**src/rtl/pipe_hazard_ctrl.sv**
```systemverilog
// Stall/flush sequencer for the 5-stage pipeline: latch enables, bubbles, PC enable, mul/div handshake, halt drain.
// Controls are combinational in the current state; state and counters update on the rising clock edge.
module pipe_hazard_ctrl #(
  parameter int CNT_W     = 16,
  parameter int MC_MAX    = 64,
  parameter int DRAIN_CYC = 3
) (
  input  logic             clk,
  input  logic             rst_n,
  input  logic             is_data_interlock,
  input  logic             ex_valid,
  input  logic [4:0]       ex_opcode,
  input  logic             is_branch_taken,
  input  logic             mc_done,
  input  logic             halt_req,
  output logic             pc_en,
  output logic             if_of_en,
  output logic             of_ex_en,
  output logic             ex_ma_en,
  output logic             ma_rw_en,
  output logic             if_of_flush,
  output logic             of_ex_bubble,
  output logic             ex_ma_bubble,
  output logic             mc_start,
  output logic             mc_timeout,
  output logic             halted,
  output logic [1:0]       state,
  output logic [CNT_W-1:0] stall_cnt,
  output logic [CNT_W-1:0] flush_cnt
);

  localparam int WAIT_W  = $clog2(MC_MAX + 1);
  localparam int DRAIN_W = $clog2(DRAIN_CYC + 1);

  typedef enum logic [1:0] {
    RUN     = 2'd0,
    MC_WAIT = 2'd1,
    DRAIN   = 2'd2,
    HALTED  = 2'd3
  } state_t;

  state_t             r_state;
  state_t             w_next_state;
  logic [CNT_W-1:0]   r_stall_cnt;
  logic [CNT_W-1:0]   r_flush_cnt;
  logic [WAIT_W-1:0]  r_wait_cnt;
  logic [DRAIN_W-1:0] r_drain_cnt;
  logic               r_timeout;
  logic               r_halt_pend;

  logic w_mc_op;
  logic w_br;
  logic w_rules;
  logic w_pc_en, w_if_of_en, w_of_ex_en, w_ex_ma_en, w_ma_rw_en;
  logic w_if_of_flush, w_of_ex_bubble, w_ex_ma_bubble, w_mc_start, w_halted;
  logic w_stall_inc, w_flush_inc;
  logic w_wait_inc, w_wait_clr;
  logic w_drain_inc, w_drain_clr;
  logic w_pend_set, w_pend_clr;

  assign w_mc_op = ex_valid & (ex_opcode inside {5'b00010, 5'b00011, 5'b00100});
  assign w_br    = ex_valid & is_branch_taken;

  always_comb begin
    w_next_state   = r_state;
    w_rules        = 1'b0;
    w_pc_en        = 1'b0;
    w_if_of_en     = 1'b0;
    w_of_ex_en     = 1'b0;
    w_ex_ma_en     = 1'b0;
    w_ma_rw_en     = 1'b0;
    w_if_of_flush  = 1'b0;
    w_of_ex_bubble = 1'b0;
    w_ex_ma_bubble = 1'b0;
    w_mc_start     = 1'b0;
    w_halted       = 1'b0;
    w_stall_inc    = 1'b0;
    w_flush_inc    = 1'b0;
    w_wait_inc     = 1'b0;
    w_wait_clr     = 1'b0;
    w_drain_inc    = 1'b0;
    w_drain_clr    = 1'b0;
    w_pend_set     = 1'b0;
    w_pend_clr     = 1'b0;

    case (r_state)
      RUN: begin
        if (w_mc_op) begin
          w_mc_start     = 1'b1;
          w_ex_ma_bubble = 1'b1;
          w_ma_rw_en     = 1'b1;
          w_wait_clr     = 1'b1;
          w_pend_set     = halt_req;
          w_next_state   = MC_WAIT;
        end else if (halt_req || r_halt_pend) begin
          // Halt cycle: the OF instruction is discarded, so no stall or flush is counted.
          w_if_of_en     = 1'b1;
          w_of_ex_en     = 1'b1;
          w_ex_ma_en     = 1'b1;
          w_ma_rw_en     = 1'b1;
          w_if_of_flush  = 1'b1;
          w_of_ex_bubble = 1'b1;
          w_drain_clr    = 1'b1;
          w_pend_clr     = 1'b1;
          w_next_state   = DRAIN;
        end else begin
          w_rules = 1'b1;
        end
      end
      MC_WAIT: begin
        if (mc_done) begin
          w_rules    = 1'b1;
          w_wait_clr = 1'b1;
          if (r_halt_pend || halt_req) begin
            w_drain_clr  = 1'b1;
            w_pend_clr   = 1'b1;
            w_next_state = DRAIN;
          end else begin
            w_next_state = RUN;
          end
        end else begin
          w_ex_ma_bubble = 1'b1;
          w_ma_rw_en     = 1'b1;
          w_wait_inc     = 1'b1;
          w_pend_set     = halt_req;
        end
      end
      DRAIN: begin
        w_if_of_en     = 1'b1;
        w_of_ex_en     = 1'b1;
        w_ex_ma_en     = 1'b1;
        w_ma_rw_en     = 1'b1;
        w_if_of_flush  = 1'b1;
        w_of_ex_bubble = 1'b1;
        w_ex_ma_bubble = w_mc_op;
        w_drain_inc    = 1'b1;
        if (r_drain_cnt >= DRAIN_W'(DRAIN_CYC - 1)) begin
          w_next_state = HALTED;
        end
      end
      HALTED: begin
        w_halted = 1'b1;
      end
    endcase

    // Branch beats interlock: a taken branch makes the OF instruction wrong-path.
    if (w_rules) begin
      w_pc_en    = 1'b1;
      w_if_of_en = 1'b1;
      w_of_ex_en = 1'b1;
      w_ex_ma_en = 1'b1;
      w_ma_rw_en = 1'b1;
      if (w_br) begin
        w_if_of_flush  = 1'b1;
        w_of_ex_bubble = 1'b1;
        w_flush_inc    = 1'b1;
      end else if (is_data_interlock) begin
        w_pc_en        = 1'b0;
        w_if_of_en     = 1'b0;
        w_of_ex_bubble = 1'b1;
        w_stall_inc    = 1'b1;
      end
    end
  end

  always_ff @(posedge clk or negedge rst_n) begin
    if (!rst_n) begin
      r_state     <= RUN;
      r_stall_cnt <= '0;
      r_flush_cnt <= '0;
      r_wait_cnt  <= '0;
      r_drain_cnt <= '0;
      r_timeout   <= 1'b0;
      r_halt_pend <= 1'b0;
    end else begin
      r_state <= w_next_state;
      if (w_stall_inc && (r_stall_cnt != {CNT_W{1'b1}})) begin
        r_stall_cnt <= r_stall_cnt + 1'b1;
      end
      if (w_flush_inc && (r_flush_cnt != {CNT_W{1'b1}})) begin
        r_flush_cnt <= r_flush_cnt + 1'b1;
      end
      if (w_wait_clr) begin
        r_wait_cnt <= '0;
      end else if (w_wait_inc && (r_wait_cnt != WAIT_W'(MC_MAX))) begin
        r_wait_cnt <= r_wait_cnt + 1'b1;
      end
      if (w_wait_inc && (r_wait_cnt >= WAIT_W'(MC_MAX - 1))) begin
        r_timeout <= 1'b1;
      end
      if (w_drain_clr) begin
        r_drain_cnt <= '0;
      end else if (w_drain_inc && (r_drain_cnt != DRAIN_W'(DRAIN_CYC))) begin
        r_drain_cnt <= r_drain_cnt + 1'b1;
      end
      if (w_pend_clr) begin
        r_halt_pend <= 1'b0;
      end else if (w_pend_set) begin
        r_halt_pend <= 1'b1;
      end
    end
  end

  // Combinational controls are forced low while reset is held.
  assign pc_en        = rst_n & w_pc_en;
  assign if_of_en     = rst_n & w_if_of_en;
  assign of_ex_en     = rst_n & w_of_ex_en;
  assign ex_ma_en     = rst_n & w_ex_ma_en;
  assign ma_rw_en     = rst_n & w_ma_rw_en;
  assign if_of_flush  = rst_n & w_if_of_flush;
  assign of_ex_bubble = rst_n & w_of_ex_bubble;
  assign ex_ma_bubble = rst_n & w_ex_ma_bubble;
  assign mc_start     = rst_n & w_mc_start;
  assign halted       = rst_n & w_halted;
  assign mc_timeout   = r_timeout;
  assign state        = r_state;
  assign stall_cnt    = r_stall_cnt;
  assign flush_cnt    = r_flush_cnt;

endmodule

```
**config.mk**
```make
export PLATFORM = sky130hd
export DESIGN_NAME = pipe_hazard_ctrl
export DESIGN_NICKNAME = d
export VERILOG_FILES = /design/src/rtl/pipe_hazard_ctrl.sv
export SDC_FILE = /design/constraint.sdc
export NUM_CORES = 1
export LEC_CHECK = 0
export CORE_MARGIN = 5
export CORE_UTILIZATION = 51
export DETAILED_ROUTE_END_ITERATION = 12
export GPL_TIMING_DRIVEN = 0
export PLACE_DENSITY_LB_ADDON = 0.3
export SETUP_SLACK_MARGIN = 0.2
export SYNTH_ARGS = -nofsm -noshare
export SYNTH_HDL_FRONTEND = slang
export SYNTH_SLANG_ARGS = --single-unit
```
**constraint.sdc**
```tcl
create_clock -name clk -period 2.53 [get_ports clk]
set_clock_uncertainty 0.05 [all_clocks]
set_input_delay 0.253 -clock clk [delete_from_list [all_inputs] [get_ports clk]]
set_output_delay 0.253 -clock clk [all_outputs]
set_load 0.05 [all_outputs]
```
==> out/qor.csv <==
stage,metric,value,unit
outcome,outcome,completed,
routing,highest_layer,met4,
cells_and_area,nets,364,
timing,slew_headroom,39.6,%
critical_path,criticalPathCategory,reg -> out,
cells_and_area,synthToLayoutAreaGrowth,39.3,%
floorplanning,die_y,81.8,µm
clocking,clock_path_buffers,2,
routing,wire_per_inst,14.8,µm
clocking,cts_tree,yes,
floorplanning,core,5040,µm²
grt,grt_max_degree,27,
routing,drcViolationCount,0,
routing,wirelength,6080,µm
floorplanning,initial_core_util,52.1,%
placed_design,port_buffers,56,
routing,vias_per_cell,5.43,
grt,grt_usage,19.2,%
power,power_density,785,nW/µm²
clocking,htreeDepth,2,
timing,timing.final.crit_period,2.44,ns
power,vdd_ir_drop_max,0.853,mV
timing,fmax,409,MHz
floorplanning,die_w,81.8,µm
grt,overflow,0,
logic_synthesis,yosysUniqueCellTypes,48,
logic_synthesis,synth_top_area_share,42.9,%
logic_synthesis,synthFlopType,dfrtp_1,
routing,wl_met2,3090,µm
clocking,clock_sinks,45,
timing,slew_viol_final,0,
timing,fin_tns_setup,0,ns
cells_and_area,final_util,72.6,%
routing,drt_iter0_drc,75,
floorplanning,die_area,6690,µm²
job,max_cap_violations,0,
critical_path,critical_path.max_fanout,4,
clocking,clk_pin_slew_worst_paths,0.08,ns
logic_synthesis,seq_area_frac_synth,42.9,%
routing,drt-met1-wl,2680,µm
clocking,clock_latency,0.29,ns
clocking,clockRootBuffer,clkbuf_8,
cells_and_area,multi_input_area,1520,µm²
logic_synthesis,postSynthAreaPerCell,10.2,µm²
routing,num_vias,2231,
min_path,hp-class,reg -> reg,
critical_path,cp-end-kind,output port,
logic_synthesis,synth_top_cell_by_area,dfrtp_1,
floorplanning,rows,26,
timing,tightestPinTransition,0.902,ns
logic_synthesis,synth-edff-count,0,
logic_synthesis,async_reset_ff_share,100,%
routing,postRouteAntennaNets,0,
grt,grt_pass1_vias,2204,
routing,wl_met3,227,µm
placed_design,placed_cell_area,3340,µm²
logic_synthesis,syn_inst,258,
cells_and_area,final_area,3660,µm²
critical_path,required,2.23,ns
timing,hold_viol_final,0,
cells_and_area,final_common_cell,clkdlybuf4s50_1,
logic_synthesis,yosys-top-cells-area,"dfrtp_1, xor2_1, ha_1",
timing,rsz0062_at_grt,yes,
logic_synthesis,synth_area,2630,µm²
cells_and_area,mostFrequentLayoutCells,"clkdlybuf4s50_1, dfrtp_1, xor2_1",
grt,grt_pass1_wl,10100,µm
grt,antenna_found_initial,0,
clocking,cts-buffers-inserted,5,
floorplanning,ios,57,
cells_and_area,layout-drive-gt1-share,24.0,%
logic_synthesis,ys_ff_latch,45,
cells_and_area,antenna_cells,0,
routing,firstDrtPassIters,4,
logic_synthesis,syn_nets,281,
cells_and_area,regArea,1130,µm²
logic_synthesis,yosys_warnings,0,
cells_and_area,nFillCells,377,
timing,setup_viol,0,
placed_design,finalWeightedCongestion,0.794,
placed_design,hpwl,4280,µm
critical_path,crit_arrival,2.14,ns
timing,fin_crit_sh,96.6,%
power,p_leak,1.69,nW
critical_path,crit_path_start_kind,register,
-- area by class of cell --
class	count	share of cell area (%)
buffer	6	1.40
timing repair buffer	76	20.0
clock inverter	2	0.957
clock buffer	5	1.88
inverter	11	1.13
sequential	45	30.8
tap	70	2.39
multi-input combinational	196	41.4
-- worst max-delay path: stages (launching register included) --
cell and delay (ns):
dfrtp_2 0.44, inv_2 0.09, ha_4 0.13, or3b_4 0.40, nor3_4 0.24, o211ai_4 0.13, buf_8 0.14, o211a_4 0.13
buf_8 0.15
-- logic make-up (layout without fill, tap and decap cells) --
kind of cell	Yosys count	in the layout	share of synthesized area (%)
flops	45	45	42.9
compound gates	34	34	9.05
fa+ha+maj	11	11	5.24
simple gates	114	114	26.7
mux	6	6	2.67
xor+xnor	31	31	10.3
buf+inv	17	100	3.19
-- cells in the mapped netlist, types with 3 or more instances --
cell      number
nor3_1         8
buf_4          3
o21ai_0        5
nor4b_2        3
ha_1          11
o21bai_1       3
xor2_1        25
nor2_1        21
and3_1         7
nor4_2         4
and2_1         3
nand3_1       17
xnor2_1        6
mux2_2         4
nor3_2         6
dfrtp_1       45
nand2_1       20
a21oi_1       12
nand4_1        9
inv_1         11
-- registers in the layout (all words and copies together), names as in the netlist --
register / cells
state: 2
r_wait_cnt: 7
mc_timeout: 1
flush_cnt: 16
stall_cnt: 16
r_drain_cnt: 2
r_halt_pend: 1
-- report_power, final --
| part | leakage [nW] | switching, mW | internal, mW |
|---|---|---|---|
| combinational | 1.03 | 0.826 | 0.564 |
| sequential | 0.606 | 0.127 | 0.831 |
| clock | 0.0540 | 0.238 | 0.287 |
-- routing by layer --
metal  vias to the layer above  global-route usage, %
li1                       1076                      -
met1                      1101                   23.9
met2                        45                   33.2
met3                         9                   4.71
met4                         0                   4.82
met5                         -                      0
-- path summary, 6_finish.rpt --
kind,startpoint,end,slack [ns],cells after the start
setup / recovery,state[0]$_DFFE_PN0P_,if_of_en,0.09,8
hold / removal,mc_timeout$_DFFE_PN0P_,mc_timeout$_DFFE_PN0P_,0.44,1
setup reg to reg,state[0]$_DFFE_PN0P_,flush_cnt[14]$_DFFE_PN0P_,0.12,10
hold reg to reg,mc_timeout$_DFFE_PN0P_,mc_timeout$_DFFE_PN0P_,0.44,1
max in group asynchronous,rst_n,state[0]$_DFFE_PN0P_,1.12,2
min in group asynchronous,rst_n,r_wait_cnt[6]$_DFFE_PN0P_,0.55,3
-- metrics by stage --
step | hold WS [ns] | power [mW] | cells | setup WS (ns)
CTS | 0.438 | 2.84 | 402 | 0.104
floorplan | -0.0926 | 1.86 | 258 | 0.0965
global placement | 0.398 | 2.19 | 384 | -1.77
global route | 0.449 | 3.05 | 411 | 0.0279
finish | 0.442 | 2.87 | 411 | 0.0856
detailed placement | 0.228 | 2.23 | 385 | -0.707
-- what timing repair did --
item	CTS	global route
hold buffers	2	0
setup endpoints to repair	11	13
pin swaps	3	7
resized for setup	45	16
hold endpoints to repair	19	0
setup buffers	8	9
Power figures use the tool's default switching activity.
